`src/rtl/poly_voice_alloc.sv`:
```
// poly_voice_alloc: sequential polyphonic voice allocator.
// Converts note-on / note-off / all-off strobes into per-voice gate, note and
// velocity registers. One voice is examined per SCAN cycle, and the result is
// applied in COMMIT. A one-entry pending buffer holds an event that arrives
// while the allocator is busy.
// Optional feature macro: VOICE_STEAL_EN. When it is defined, the oldest voice
// is stolen if no voice is free or matching. When it is undefined, such a
// note-on is discarded and overflow is set.
module poly_voice_alloc #(
  parameter int VOICES = 4
) (
  input  logic                clk,
  input  logic                rst_n,
  input  logic                note_on,
  input  logic                note_off,
  input  logic                all_off,
  input  logic [6:0]          note,
  input  logic [6:0]          velocity,
  output logic [VOICES-1:0]   gate,
  output logic [7*VOICES-1:0] voice_note,
  output logic [7*VOICES-1:0] voice_vel,
  output logic                busy,
  output logic                overflow
);
  localparam int IW = $clog2(VOICES);
  localparam logic [IW-1:0] LAST = IW'(VOICES - 1);

  typedef enum logic [1:0] {
    S_IDLE   = 2'd0,
    S_SCAN   = 2'd1,
    S_COMMIT = 2'd2,
    S_REGATE = 2'd3
  } state_t;

  state_t            state_q, state_d;
  logic [VOICES-1:0] gate_q, gate_d;
  logic [6:0]        note_q [VOICES];
  logic [6:0]        note_d [VOICES];
  logic [6:0]        vel_q  [VOICES];
  logic [6:0]        vel_d  [VOICES];
  logic [IW-1:0]     age_q  [VOICES];
  logic [IW-1:0]     age_d  [VOICES];
  logic              ev_on_q, ev_on_d;
  logic [6:0]        ev_note_q, ev_note_d, ev_vel_q, ev_vel_d;
  logic              pend_valid_q, pend_valid_d, pend_on_q, pend_on_d;
  logic [6:0]        pend_note_q, pend_note_d, pend_vel_q, pend_vel_d;
  logic [IW-1:0]     scan_idx_q, scan_idx_d;
  logic              match_found_q, match_found_d, free_found_q, free_found_d;
  logic [IW-1:0]     match_idx_q, match_idx_d, free_idx_q, free_idx_d;
  logic [IW-1:0]     old_idx_q, old_idx_d, regate_idx_q, regate_idx_d;
  logic              busy_q, busy_d, overflow_q, overflow_d;
  logic              in_valid_s, in_on_s, alloc_s;
  logic [IW-1:0]     k_s;

  // Next-state logic: event intake, scan, commit, regate and all_off override.
  always_comb begin
    state_d       = state_q;
    gate_d        = gate_q;
    note_d        = note_q;
    vel_d         = vel_q;
    age_d         = age_q;
    ev_on_d       = ev_on_q;
    ev_note_d     = ev_note_q;
    ev_vel_d      = ev_vel_q;
    pend_valid_d  = pend_valid_q;
    pend_on_d     = pend_on_q;
    pend_note_d   = pend_note_q;
    pend_vel_d    = pend_vel_q;
    scan_idx_d    = scan_idx_q;
    match_found_d = match_found_q;
    match_idx_d   = match_idx_q;
    free_found_d  = free_found_q;
    free_idx_d    = free_idx_q;
    old_idx_d     = old_idx_q;
    regate_idx_d  = regate_idx_q;
    overflow_d    = overflow_q;
    k_s           = old_idx_q;
    alloc_s       = 1'b0;
    // A zero-velocity note-on is a note-off; note-on wins a simultaneous note-off.
    in_valid_s    = note_on | note_off;
    in_on_s       = note_on & (velocity != 7'd0);

    if (all_off) begin
      state_d      = S_IDLE;
      gate_d       = {VOICES{1'b0}};
      pend_valid_d = 1'b0;
      overflow_d   = 1'b0;
    end else begin
      // An event that arrives while busy goes to the buffer, or it is dropped when the buffer is full.
      if ((state_q != S_IDLE) && in_valid_s) begin
        if (pend_valid_q) begin
          overflow_d = 1'b1;
        end else begin
          pend_valid_d = 1'b1;
          pend_on_d    = in_on_s;
          pend_note_d  = note;
          pend_vel_d   = velocity;
        end
      end else begin
        overflow_d = overflow_q;
      end

      case (state_q)
        S_IDLE: begin
          if (pend_valid_q || in_valid_s) begin
            state_d       = S_SCAN;
            scan_idx_d    = {IW{1'b0}};
            match_found_d = 1'b0;
            free_found_d  = 1'b0;
            match_idx_d   = {IW{1'b0}};
            free_idx_d    = {IW{1'b0}};
            old_idx_d     = {IW{1'b0}};
            if (pend_valid_q) begin
              // Pending entry goes first; a same-cycle strobe refills the freed slot.
              ev_on_d      = pend_on_q;
              ev_note_d    = pend_note_q;
              ev_vel_d     = pend_vel_q;
              pend_valid_d = in_valid_s;
              pend_on_d    = in_on_s;
              pend_note_d  = note;
              pend_vel_d   = velocity;
            end else begin
              ev_on_d   = in_on_s;
              ev_note_d = note;
              ev_vel_d  = velocity;
            end
          end else begin
            state_d = S_IDLE;
          end
        end
        S_SCAN: begin
          if (!match_found_q && gate_q[scan_idx_q] && (note_q[scan_idx_q] == ev_note_q)) begin
            match_found_d = 1'b1;
            match_idx_d   = scan_idx_q;
          end else begin
            match_found_d = match_found_q;
          end
          if (!free_found_q && !gate_q[scan_idx_q]) begin
            free_found_d = 1'b1;
            free_idx_d   = scan_idx_q;
          end else begin
            free_found_d = free_found_q;
          end
          if (age_q[scan_idx_q] == LAST) begin
            old_idx_d = scan_idx_q;
          end else begin
            old_idx_d = old_idx_q;
          end
          if (scan_idx_q == LAST) begin
            state_d = S_COMMIT;
          end else begin
            scan_idx_d = scan_idx_q + 1'b1;
          end
        end
        S_COMMIT: begin
          state_d = S_IDLE;
          if (ev_on_q) begin
            alloc_s = 1'b1;
            if (match_found_q) begin
              k_s = match_idx_q;
            end else if (free_found_q) begin
              k_s = free_idx_q;
            end else begin
`ifdef VOICE_STEAL_EN
              k_s = old_idx_q;
`else
              alloc_s    = 1'b0;
              overflow_d = 1'b1;
`endif
            end
            if (alloc_s) begin
              note_d[k_s] = ev_note_q;
              vel_d[k_s]  = ev_vel_q;
              for (int j = 0; j < VOICES; j++) begin
                if (age_q[j] < age_q[k_s]) begin
                  age_d[j] = age_q[j] + 1'b1;
                end else begin
                  age_d[j] = age_q[j];
                end
              end
              age_d[k_s] = {IW{1'b0}};
              if (gate_q[k_s]) begin
                // Drop the gate for one cycle so the envelope sees a fresh rising edge.
                gate_d[k_s]  = 1'b0;
                regate_idx_d = k_s;
                state_d      = S_REGATE;
              end else begin
                gate_d[k_s] = 1'b1;
              end
            end else begin
              state_d = S_IDLE;
            end
          end else begin
            // Release every held copy of the note; the note and velocity stay for the release phase.
            for (int j = 0; j < VOICES; j++) begin
              if (gate_q[j] && (note_q[j] == ev_note_q)) begin
                gate_d[j] = 1'b0;
              end else begin
                gate_d[j] = gate_q[j];
              end
            end
          end
        end
        S_REGATE: begin
          gate_d[regate_idx_q] = 1'b1;
          state_d              = S_IDLE;
        end
        default: begin
          state_d = S_IDLE;
        end
      endcase
    end
    busy_d = (state_d != S_IDLE);
  end

  // State and output registers with asynchronous reset.
  always_ff @(posedge clk or negedge rst_n) begin
    if (!rst_n) begin
      state_q       <= S_IDLE;
      gate_q        <= {VOICES{1'b0}};
      for (int i = 0; i < VOICES; i++) begin
        note_q[i] <= 7'd0;
        vel_q[i]  <= 7'd0;
        age_q[i]  <= IW'(i);
      end
      ev_on_q       <= 1'b0;
      ev_note_q     <= 7'd0;
      ev_vel_q      <= 7'd0;
      pend_valid_q  <= 1'b0;
      pend_on_q     <= 1'b0;
      pend_note_q   <= 7'd0;
      pend_vel_q    <= 7'd0;
      scan_idx_q    <= {IW{1'b0}};
      match_found_q <= 1'b0;
      match_idx_q   <= {IW{1'b0}};
      free_found_q  <= 1'b0;
      free_idx_q    <= {IW{1'b0}};
      old_idx_q     <= {IW{1'b0}};
      regate_idx_q  <= {IW{1'b0}};
      busy_q        <= 1'b0;
      overflow_q    <= 1'b0;
    end else begin
      state_q       <= state_d;
      gate_q        <= gate_d;
      note_q        <= note_d;
      vel_q         <= vel_d;
      age_q         <= age_d;
      ev_on_q       <= ev_on_d;
      ev_note_q     <= ev_note_d;
      ev_vel_q      <= ev_vel_d;
      pend_valid_q  <= pend_valid_d;
      pend_on_q     <= pend_on_d;
      pend_note_q   <= pend_note_d;
      pend_vel_q    <= pend_vel_d;
      scan_idx_q    <= scan_idx_d;
      match_found_q <= match_found_d;
      match_idx_q   <= match_idx_d;
      free_found_q  <= free_found_d;
      free_idx_q    <= free_idx_d;
      old_idx_q     <= old_idx_d;
      regate_idx_q  <= regate_idx_d;
      busy_q        <= busy_d;
      overflow_q    <= overflow_d;
    end
  end

  assign gate     = gate_q;
  assign busy     = busy_q;
  assign overflow = overflow_q;

  for (genvar i = 0; i < VOICES; i++) begin : g_pack
    assign voice_note[7*i +: 7] = note_q[i];
    assign voice_vel[7*i +: 7]  = vel_q[i];
  end
endmodule

```
`config.mk`:
```
export PLATFORM = sky130hd
export DESIGN_NAME = poly_voice_alloc
export DESIGN_NICKNAME = d
export VERILOG_FILES = /design/src/rtl/poly_voice_alloc.sv
export SDC_FILE = /design/constraint.sdc
export NUM_CORES = 1
export LEC_CHECK = 0
export CORE_MARGIN = 3
export CORE_UTILIZATION = 30
export CTS_CLUSTER_DIAMETER = 50
export CTS_CLUSTER_SIZE = 24
export DETAILED_ROUTE_END_ITERATION = 10
export PLACE_DENSITY = 0.54
export SLEW_MARGIN = 20
export SYNTH_ARGS = -nofsm -noshare
export SYNTH_HDL_FRONTEND = slang
export SYNTH_SLANG_ARGS = --single-unit
export TNS_END_PERCENT = 5
```
`constraint.sdc`:
```
create_clock -name clk -period 3.55 [get_ports clk]
set_clock_uncertainty 0.15 [all_clocks]
set_input_delay 0.5325 -clock clk [delete_from_list [all_inputs] [get_ports clk]]
set_output_delay 0.5325 -clock clk [all_outputs]
set_load 0.02 [all_outputs]
```
==> impl_metrics.json, run 1 <==
{
  "core_um2": 18830,
  "timing.fmax_mhz": 331.5,
  "timing.rr.start": "free_found_q",
  "htreeDepth": 4,
  "r2r-end": "age_q[7]",
  "cpPeakStageDelay_ns": 0.57,
  "antenna_left": 0,
  "min_path_type": "primary input to async pin",
  "cp_max_fo": 12,
  "overflow": 0,
  "placedCellCount": 822,
  "first_iter_violations": 194,
  "status": "completed",
  "postLayoutCoreUtil": 0.3946,
  "start_util": 0.3084,
  "fillCellCount": 1835,
  "ys_top_cells_by_count": "dfrtp_1, mux2_2, nand2_1",
  "cts_root_buf": "clkbuf_16",
  "hold_violations": 0,
  "cp_num_buf_inv": 1,
  "avgRoutedWirePerCell_um": 18.20,
  "cts_hold_buf": 0,
  "cts_tree": "built",
  "finalWirelength_um": 15550,
  "seq_area_frac_synth": 0.4964,
  "cts_sinks": 115,
  "crit_path_start": "free_found_q",
  "cp_slowest_cell": "mux4_2",
  "synth.most_common_cell": "dfrtp_1",
  "power.total_mw": 4.153,
  "drc": 0,
  "ctsResizeCount": 0,
  "tns_ns": 0,
  "rsz0062_at_grt": "no",
  "yosys.area.top_type": "dfrtp_1",
  "slew_violations": 0,
  "cts_buffers": 17,
  "worstPathRequired_ns": 3.70,
  "worstMarginPinSlew_ns": 0.8128,
  "grt_max_degree": 65,
  "vias_per_cell": 4.854,
  "leakagePower_nw": 3.200,
  "nets": 605,
  "maxCapViolations": 0,
  "gp_congestion": 0.8190,
  "power_frac_seq": 0.415,
  "yosysTopAreaCellShare": 0.4783,
  "fin_crit_sh": 0.8497,
  "track_usage": 0.1507,
  "comb_power_share": 0.190,
  "io_buffers": 80,
  "p_int_mw": 2.845,
  "crit_path_start_kind": "register",
  "worstPathArrival_ns": 3.17,
  "cts_buffer_depth": 2,
  "post-place-ws_ns": 0.5251,
  "swShare": 0.3149,
  "yosysWarnings": 0,
  "fp.dieW_um": 145.1,
  "synth-edff-count": 0,
  "pwr-share-clk": 0.395,
  "postSynthAreaPerCell_um2": 11.59,
  "drive_above_1_share": 0.2189,
  "crit_family": "multiplexers",
  "rows": 50,
  "syn_inst": 501,
  "first_pass_iters": 4,
  "clkTransAtPathRegs_ns": 0.06,
  "hpwl_um": 11020,
  "r2r_cells": 9,
  "io-pin-count": 81,
  "synthTopCellsByArea": "dfrtp_1, mux2_2, xnor2_1",
  "dieArea_um2": 21060,
  "async_flop_share": 1.000,
  "clk_latency_ns": 0.41,
  "critPathKind": "register to register",
  "grt_antenna_before_repair": 0,
  "synth_fp_nets": 525,
  "synthFlopType": "dfrtp_1",
  "vdd_drop_max_v": 0.0004287,
  "final_cells": 854,
  "grt_pass1_vias": 4381,
  "max-slew-margin-rel": 0.4582,
  "grt_pass1_wl_um": 25260,
  "setup_viol_count_final": 0,
  "dieHeight_um": 145.1,
  "areaGrowthSynthToFinish_pct": 27.95,
  "syn_area_um2": 5807,
  "synth.distinct_cells": 53,
  "num_vias": 4145,
  "setup_ws_ns": 0.5335,
  "power.switching_mw": 1.308,
  "post_cts_buffers": 0,
  "r2r_setup_slack_ns": 0.53,
  "num_antenna_cells": 0,
  "cp_cell_sequence": "mux2i_1 -> o21ai_2 -> mux4_2 -> inv_1 -> ha_1 -> or3_1 -> o21ai_0 -> nand2_1 -> a21o_1",
  "power_density_nw_per_um2": 558.9,
  "synth_seq_cells": 115,
  "cp-end-kind": "register",
  "period_needed_ns": 3.017
}
==> worst max path at each step <==
stage                     endpoint  slack, ns  cells past startpoint
after floorplan           age_q[7]       0.87                     10
after global placement    age_q[7]       0.58                      9
after detailed placement  age_q[7]       0.53                      9
after CTS                 age_q[7]       0.51                      9
after global routing      age_q[1]       0.33                      9
final                     age_q[7]       0.53                      9
==> kinds of logic (layout without fill, tap and decap cells) <==
| family | count (synthesis) | after routing | synth area share |
|---|---|---|---|
| adder cells (fa/ha/maj) | 5 | 5 | 0.01077 |
| XOR/XNOR | 32 | 32 | 0.04827 |
| AND/OR/NAND/NOR | 103 | 103 | 0.08748 |
| multiplexers | 102 | 102 | 0.2058 |
| flip-flops | 115 | 115 | 0.4964 |
| AO/OA/AOI/OAI | 99 | 99 | 0.1138 |
| buffers and inverters | 45 | 138 | 0.03749 |
==> sequential cells by signal, summed over array words and instances (netlist names), 2 cells and up <==
signal	count
gate	4
ev_note_q	7
voice_vel	28
regate_idx_q	2
old_idx_q	2
ev_vel_q	7
pend_vel_q	7
match_idx_q	2
free_idx_q	2
state_q	2
voice_note	28
age_q	8
pend_note_q	7
scan_idx_q	2
==> metrics by stage <==
| stage | cell area, um2 | hold slack (ns) |
|---|---|---|
| final | 7430 | 0.02584 |
| after global routing | 7430 | 0.05323 |
| after CTS | 7430 | 0.03039 |
| after detailed placement | 6860 | 0.3439 |
| after global placement | 6860 | 0.3343 |
| after floorplan | 5807 | 0.08691 |
==> cell type report <==
type,count,area [um2],share of cell area
Sequential cell,115,2883,0.3880
Multi-Input combinational cell,341,2706,0.3643
Timing Repair Buffer,90,885.9,0.1192
Clock buffer,19,442.9,0.05962
Tap cell,260,325.3,0.04379
Clock inverter,13,126.4,0.01701
Inverter,16,60.06,0.008084
==> cell usage in the layout (no fill, tap or decap), drive strengths merged, types with 5 or more instances in the layout <==
master	Yosys	layout
mux4	6	6
a31oi	10	10
xnor2	29	29
ha	5	5
or3	6	6
a21oi	10	10
and2	5	5
clkdlybuf4s50	0	79
mux2i	23	23
clkinv	0	5
clkbuf	11	19
nor3	5	5
nand4	6	6
nand2	41	41
buf	18	11
o2111ai	7	7
dfrtp	111	111
nand3	7	7
a21o	5	5
mux2	73	73
o21a	5	5
inv	16	19
nor2	20	20
o21ai	38	38
==> metal layers <==
layer | global-route usage | wire length (um)
met3 | 0.05590 | 1055
met4 | 0.04131 | 240
met5 | 0 | 0
met1 | 0.1915 | 6849
met2 | 0.2427 | 7400
==> power by group through the flow <==
| stage | Sequential, mW | Combinational, mW | Clock [mW] |
|---|---|---|---|
| after global placement | 1.74 | 0.785 | 0 |
| final | 1.72 | 0.789 | 1.64 |
| after detailed placement | 1.75 | 0.799 | 0 |
| after global routing | 1.75 | 0.886 | 1.74 |
| after floorplan | 1.60 | 0.646 | 0 |
| after CTS | 1.73 | 0.802 | 1.67 |
(Power assumes the default switching activity.)
==> run 2: changes to the inputs <==
--- a/config.mk
+++ b/config.mk
@@ -10,7 +10,7 @@
 export CTS_CLUSTER_DIAMETER = 50
 export CTS_CLUSTER_SIZE = 24
 export DETAILED_ROUTE_END_ITERATION = 10
-export PLACE_DENSITY = 0.54
+export PLACE_DENSITY = 0.56
 export SLEW_MARGIN = 20
 export SYNTH_ARGS = -nofsm -noshare
 export SYNTH_HDL_FRONTEND = slang
==> constraint.sdc (replaced) <==
create_clock -name clk -period 2.6 [get_ports clk]
set_clock_uncertainty 0.15 [all_clocks]
set_input_delay 0.39 -clock clk [delete_from_list [all_inputs] [get_ports clk]]
set_output_delay 0.39 -clock clk [all_outputs]
set_load 0.02 [all_outputs]
==> impl_metrics.json, run 2 (same netlist as run 1, synthesis figures left out) <==
{
  "status": "completed",
  "setup_ws_ns": 0.03982,
  "hpwl_um": 11090,
  "cts_tree": "built",
  "io_buffers": 80,
  "dieArea_um2": 21060,
  "htreeDepth": 4,
  "min_path_type": "primary input to async pin",
  "post-place-ws_ns": -0.08087,
  "cts_buffers": 17,
  "timing.fmax_mhz": 390.6,
  "leakagePower_nw": 3.337,
  "cp_max_fo": 4,
  "clk_latency_ns": 0.42,
  "cts_sinks": 115,
  "setup_viol_count_final": 0,
  "rsz0062_at_grt": "yes",
  "cp_slowest_cell": "mux4_2",
  "cp-end-kind": "register",
  "crit_cells": 9,
  "crit_path_start_kind": "register",
  "tns_ns": 0,
  "track_usage": 0.1487,
  "swShare": 0.3025,
  "core_um2": 18830,
  "dieHeight_um": 145.1,
  "cpPeakStageDelay_ns": 0.52,
  "cts_root_buf": "clkbuf_16",
  "nets": 622,
  "critPathKind": "register to register",
  "areaGrowthSynthToFinish_pct": 31.98,
  "overflow": 0,
  "comb_power_share": 0.196,
  "final_common_cell": "dfrtp_1",
  "io-pin-count": 81,
  "period_needed_ns": 2.560,
  "vdd_drop_max_v": 0.0005298,
  "p_int_mw": 4.112,
  "finalWirelength_um": 15180,
  "power_frac_seq": 0.393,
  "worstPathRequired_ns": 2.75,
  "crit_family": "multiplexers",
  "grt_max_degree": 40,
  "avgRoutedWirePerCell_um": 17.45,
  "first_iter_violations": 175,
  "fin_crit_sh": 0.9847,
  "drc": 0,
  "rows": 50,
  "grt_antenna_before_repair": 0,
  "start_util": 0.3084,
  "max-slew-margin-rel": 0.5478,
  "hold_violations": 0,
  "num_antenna_cells": 0,
  "power_density_nw_per_um2": 769.4,
  "grt_pass1_wl_um": 24900,
  "pwr-share-clk": 0.411,
  "slew_violations": 0,
  "num_vias": 4276,
  "worstMarginPinSlew_ns": 0.6695,
  "power.switching_mw": 1.784,
  "drive_above_1_share": 0.2410,
  "fp.dieW_um": 145.1,
  "antenna_left": 0,
  "cts_buffer_depth": 2,
  "mostFrequentLayoutCells": "dfrtp_1, clkdlybuf4s50_1, mux2_2",
  "worstPathArrival_ns": 2.71,
  "maxCapViolations": 0,
  "gp_congestion": 0.8216,
  "clkTransAtPathRegs_ns": 0.06,
  "first_pass_iters": 4,
  "r2r_cells": 9,
  "cp_cell_sequence": "mux2i_1 -> o21ai_2 -> mux4_2 -> inv_2 -> ha_1 -> or3_1 -> o21ai_0 -> nand2_1 -> a21o_1",
  "cp_num_buf_inv": 1,
  "vias_per_cell": 4.915,
  "grt_pass1_vias": 4531
}
-- run 2: routing by layer --
| layer | wire length, um | GRT usage |
|---|---|---|
| met1 | 6605 | 0.1826 |
| met5 | 0 | 0 |
| met4 | 211 | 0.04843 |
| met3 | 940 | 0.05372 |
| met2 | 7424 | 0.2444 |
-- run 2: timing repair --
action | 4_1_cts | 5_1_grt
gates resized for setup | 0 | 1
endpoints found under the hold margin | 35 | 0
endpoints found under the setup margin | 0 | 4
buffers inserted | 0 | 0
hold buffers | 1 | 0
-- run 2: worst register-to-register path, cell delays in order, from the launching register on --
cell and delay, ns:
dfrtp_1 0.38, mux2i_1 0.16, o21ai_2 0.17, mux4_2 0.52, inv_2 0.11, ha_1 0.24, or3_1 0.34, o21ai_0 0.09
nand2_1 0.09, a21o_1 0.19
-- run 2: worst paths after layout --
| kind | startpoint | endpoint | slack (ns) |
|---|---|---|---|
| worst max-delay path | free_found_q | age_q[7] | 0.04 |
| worst max register to register | free_found_q | age_q[7] | 0.04 |
| worst min-delay path | rst_n | voice_note[14] | 0.35 |
| worst min register to register | age_q[0] | age_q[0] | 0.35 |
| min in group clk | age_q[0] | age_q[0] | 0.35 |
| max in group asynchronous | rst_n | age_q[1] | 1.28 |
-- run 2: metrics by stage --
| step | cells | power [mW] | hold WS [ns] | instance area [um2] | util |
|---|---|---|---|---|---|
| 2_1_floorplan | 501 | 3.070 | -0.05559 | 5807 | - |
| 3_3_place_gp | 838 | 3.477 | 0.2635 | 7043 | 0.3740 |
| 3_5_place_dp | 838 | 3.508 | 0.2577 | 7043 | 0.3740 |
| 4_1_cts | 870 | 5.962 | 0.3480 | 7664 | 0.4070 |
| 5_1_grt | 870 | 6.203 | 0.3660 | 7664 | 0.4070 |
| 6_report | 870 | 5.896 | 0.3453 | 7664 | 0.4070 |
-- run 2: power groups by stage --
stage | logic (mW) | registers (mW) | clock network, mW
2_1_floorplan | 0.883 | 2.19 | 0
3_3_place_gp | 1.14 | 2.34 | 0
3_5_place_dp | 1.16 | 2.35 | 0
4_1_cts | 1.17 | 2.32 | 2.48
5_1_grt | 1.29 | 2.36 | 2.56
6_report | 1.16 | 2.31 | 2.42
-- run 2: area by class of cell --
cell class                 count  area (um2)
clock buffer                  18       439.2
clock inverter                13       171.4
fill                        1799       11170
inverter                      16       60.06
multi-input combinational    341        2706
sequential                   115        2883
tap                          260       325.3
timing repair buffer         107        1079
==> run 3: changes to the inputs <==
--- a/config.mk
+++ b/config.mk
@@ -5,12 +5,12 @@
 export SDC_FILE = /design/constraint.sdc
 export NUM_CORES = 1
 export LEC_CHECK = 0
-export CORE_MARGIN = 3
+export CORE_MARGIN = 1.5
 export CORE_UTILIZATION = 30
 export CTS_CLUSTER_DIAMETER = 50
 export CTS_CLUSTER_SIZE = 24
 export DETAILED_ROUTE_END_ITERATION = 10
-export PLACE_DENSITY = 0.56
+export PLACE_DENSITY = 0.54
 export SLEW_MARGIN = 20
 export SYNTH_ARGS = -nofsm -noshare
 export SYNTH_HDL_FRONTEND = slang
==> constraint.sdc (replaced) <==
create_clock -name clk -period 3.3 [get_ports clk]
set_clock_uncertainty 0.15 [all_clocks]
set_input_delay 0.495 -clock clk [delete_from_list [all_inputs] [get_ports clk]]
set_output_delay 0.495 -clock clk [all_outputs]
set_load 0.02 [all_outputs]
==> impl_metrics.json, run 3 (same netlist as run 1, synthesis figures left out) <==
{
  "worstMarginPinSlew_ns": 0.7866,
  "finalWirelength_um": 15440,
  "crit_path_start_kind": "register",
  "max-slew-margin-rel": 0.4756,
  "tns_ns": 0,
  "cp_slowest_cell": "dfrtp_1",
  "overflow": 0,
  "clk_latency_ns": 0.42,
  "p_int_mw": 3.149,
  "cts_tree": "built",
  "worstPathRequired_ns": 3.45,
  "slew_violations": 0,
  "drc": 0,
  "status": "completed",
  "path_common_cell": "nand2_1",
  "num_vias": 4240,
  "first_iter_violations": 244,
  "cp-end-kind": "register",
  "cp_num_buf_inv": 1,
  "grt_pass1_wl_um": 24960,
  "power_frac_seq": 0.407,
  "fin_crit_sh": 0.8437,
  "power.switching_mw": 1.370,
  "timing.fmax_mhz": 359.2,
  "cts_sinks": 115,
  "track_usage": 0.1624,
  "rsz0062_at_grt": "no",
  "cpPeakStageDelay_ns": 0.60,
  "cts_buffers": 17,
  "comb_power_share": 0.197,
  "min_path_type": "primary input to async pin",
  "core_um2": 18830,
  "cts_root_buf": "clkbuf_16",
  "drive_above_1_share": 0.2211,
  "critPathKind": "register to register",
  "clkTransAtPathRegs_ns": 0.05,
  "first_pass_iters": 4,
  "final_cells": 857,
  "ctsResizeCount": 0,
  "final_common_cell": "dfrtp_1",
  "dieHeight_um": 142.1,
  "areaGrowthSynthToFinish_pct": 28.36,
  "cp_max_fo": 12,
  "hold_violations": 0,
  "nets": 610,
  "worstPathArrival_ns": 2.94,
  "avgRoutedWirePerCell_um": 18.02,
  "start_util": 0.3084,
  "maxCapViolations": 0,
  "leakagePower_nw": 3.230,
  "cts_buffer_depth": 2,
  "io-pin-count": 81,
  "gp_congestion": 0.7722,
  "antenna_left": 0,
  "hpwl_um": 11020,
  "vias_per_cell": 4.947,
  "grt_max_degree": 59,
  "num_antenna_cells": 0,
  "crit_family": "flip-flops",
  "period_needed_ns": 2.784,
  "placedCellCount": 827,
  "fillCellCount": 1826,
  "swShare": 0.3032,
  "htreeDepth": 4,
  "cts_hold_buf": 0,
  "mostFrequentLayoutCells": "dfrtp_1, clkdlybuf4s50_1, mux2_2",
  "dieArea_um2": 20200,
  "grt_antenna_before_repair": 0,
  "cp_cell_sequence": "nand2_1 -> o21ai_2 -> mux4_2 -> inv_1 -> ha_1 -> or3_1 -> o21ai_0 -> nand2_1 -> a21o_1",
  "power_density_nw_per_um2": 606.4,
  "rows": 50,
  "fp.dieW_um": 142.1,
  "grt_pass1_vias": 4421,
  "post_cts_buffers": 0,
  "pwr-share-clk": 0.396,
  "vdd_drop_max_v": 0.0004038,
  "setup_viol_count_final": 0,
  "io_buffers": 80
}
==> run 3: final timing paths <==
path | slack, ns | to | cells after the start | from
max reg2reg | 0.52 | age_q[7] | 9 | match_found_q
min reg2reg | 0.35 | age_q[0] | 2 | age_q[0]
max in group asynchronous | 2.12 | pend_vel_q[6] | 2 | rst_n
min in group clk | 0.35 | age_q[0] | 2 | age_q[0]
max | 0.52 | age_q[7] | 9 | match_found_q
min | 0.01 | age_q[5] | 1 | rst_n
==> run 3: cell type report <==
cell class | count | area, um2 | area share
flip-flops and latches | 115 | 2883 | 0.3868
multi-input cells | 341 | 2706 | 0.3631
repair buffers | 95 | 910.9 | 0.1222
clock buffers | 21 | 460.4 | 0.06178
well taps | 260 | 325.3 | 0.04365
clock inverters | 9 | 107.6 | 0.01444
inverters | 16 | 60.06 | 0.008058
==> run 3: power groups by stage <==
stage	sequential, mW	clock [mW]	combinational, mW
2_1_floorplan	1.72	0	0.695
3_3_place_gp	1.86	0	0.868
3_5_place_dp	1.87	0	0.891
4_1_cts	1.84	1.83	0.893
5_1_grt	1.87	1.89	0.981
6_report	1.84	1.79	0.890
==> run 3: worst register-to-register path, delay by kind of cell (launching register included) <==
kind	cells	cell delay, ns
compound gates	3	0.41
fa+ha+maj	1	0.26
buf+inv	1	0.13
flops	1	0.60
mux	1	0.52
simple gates	3	0.60
==> run 3: metrics by stage <==
| step | total power, mW | utilization | cell area [um2] | hold slack, ns | setup WS, ns |
|---|---|---|---|---|---|
| after global placement | 2.730 | 0.3656 | 6885 | 0.3288 | 0.4299 |
| after CTS | 4.565 | 0.3958 | 7453 | 0.03540 | 0.5560 |
| after detailed placement | 2.758 | 0.3656 | 6885 | 0.3405 | 0.3474 |
| final | 4.519 | 0.3958 | 7453 | 0.01497 | 0.5157 |
| after global routing | 4.741 | 0.3958 | 7453 | 0.07428 | 0.4264 |
| after floorplan | 2.418 | - | 5807 | 0.04941 | 0.6238 |
==> run 3: routing by layer <==
layer,global-route usage,part of all wire,wire length (um),vias up
met1,0.2048,0.45,6939,2155
met3,0.05686,0.062,950,10
met2,0.2611,0.48,7408,97
met5,0,0,0,-
met4,0.05100,0.0093,144,0
li1,-,-,-,1978
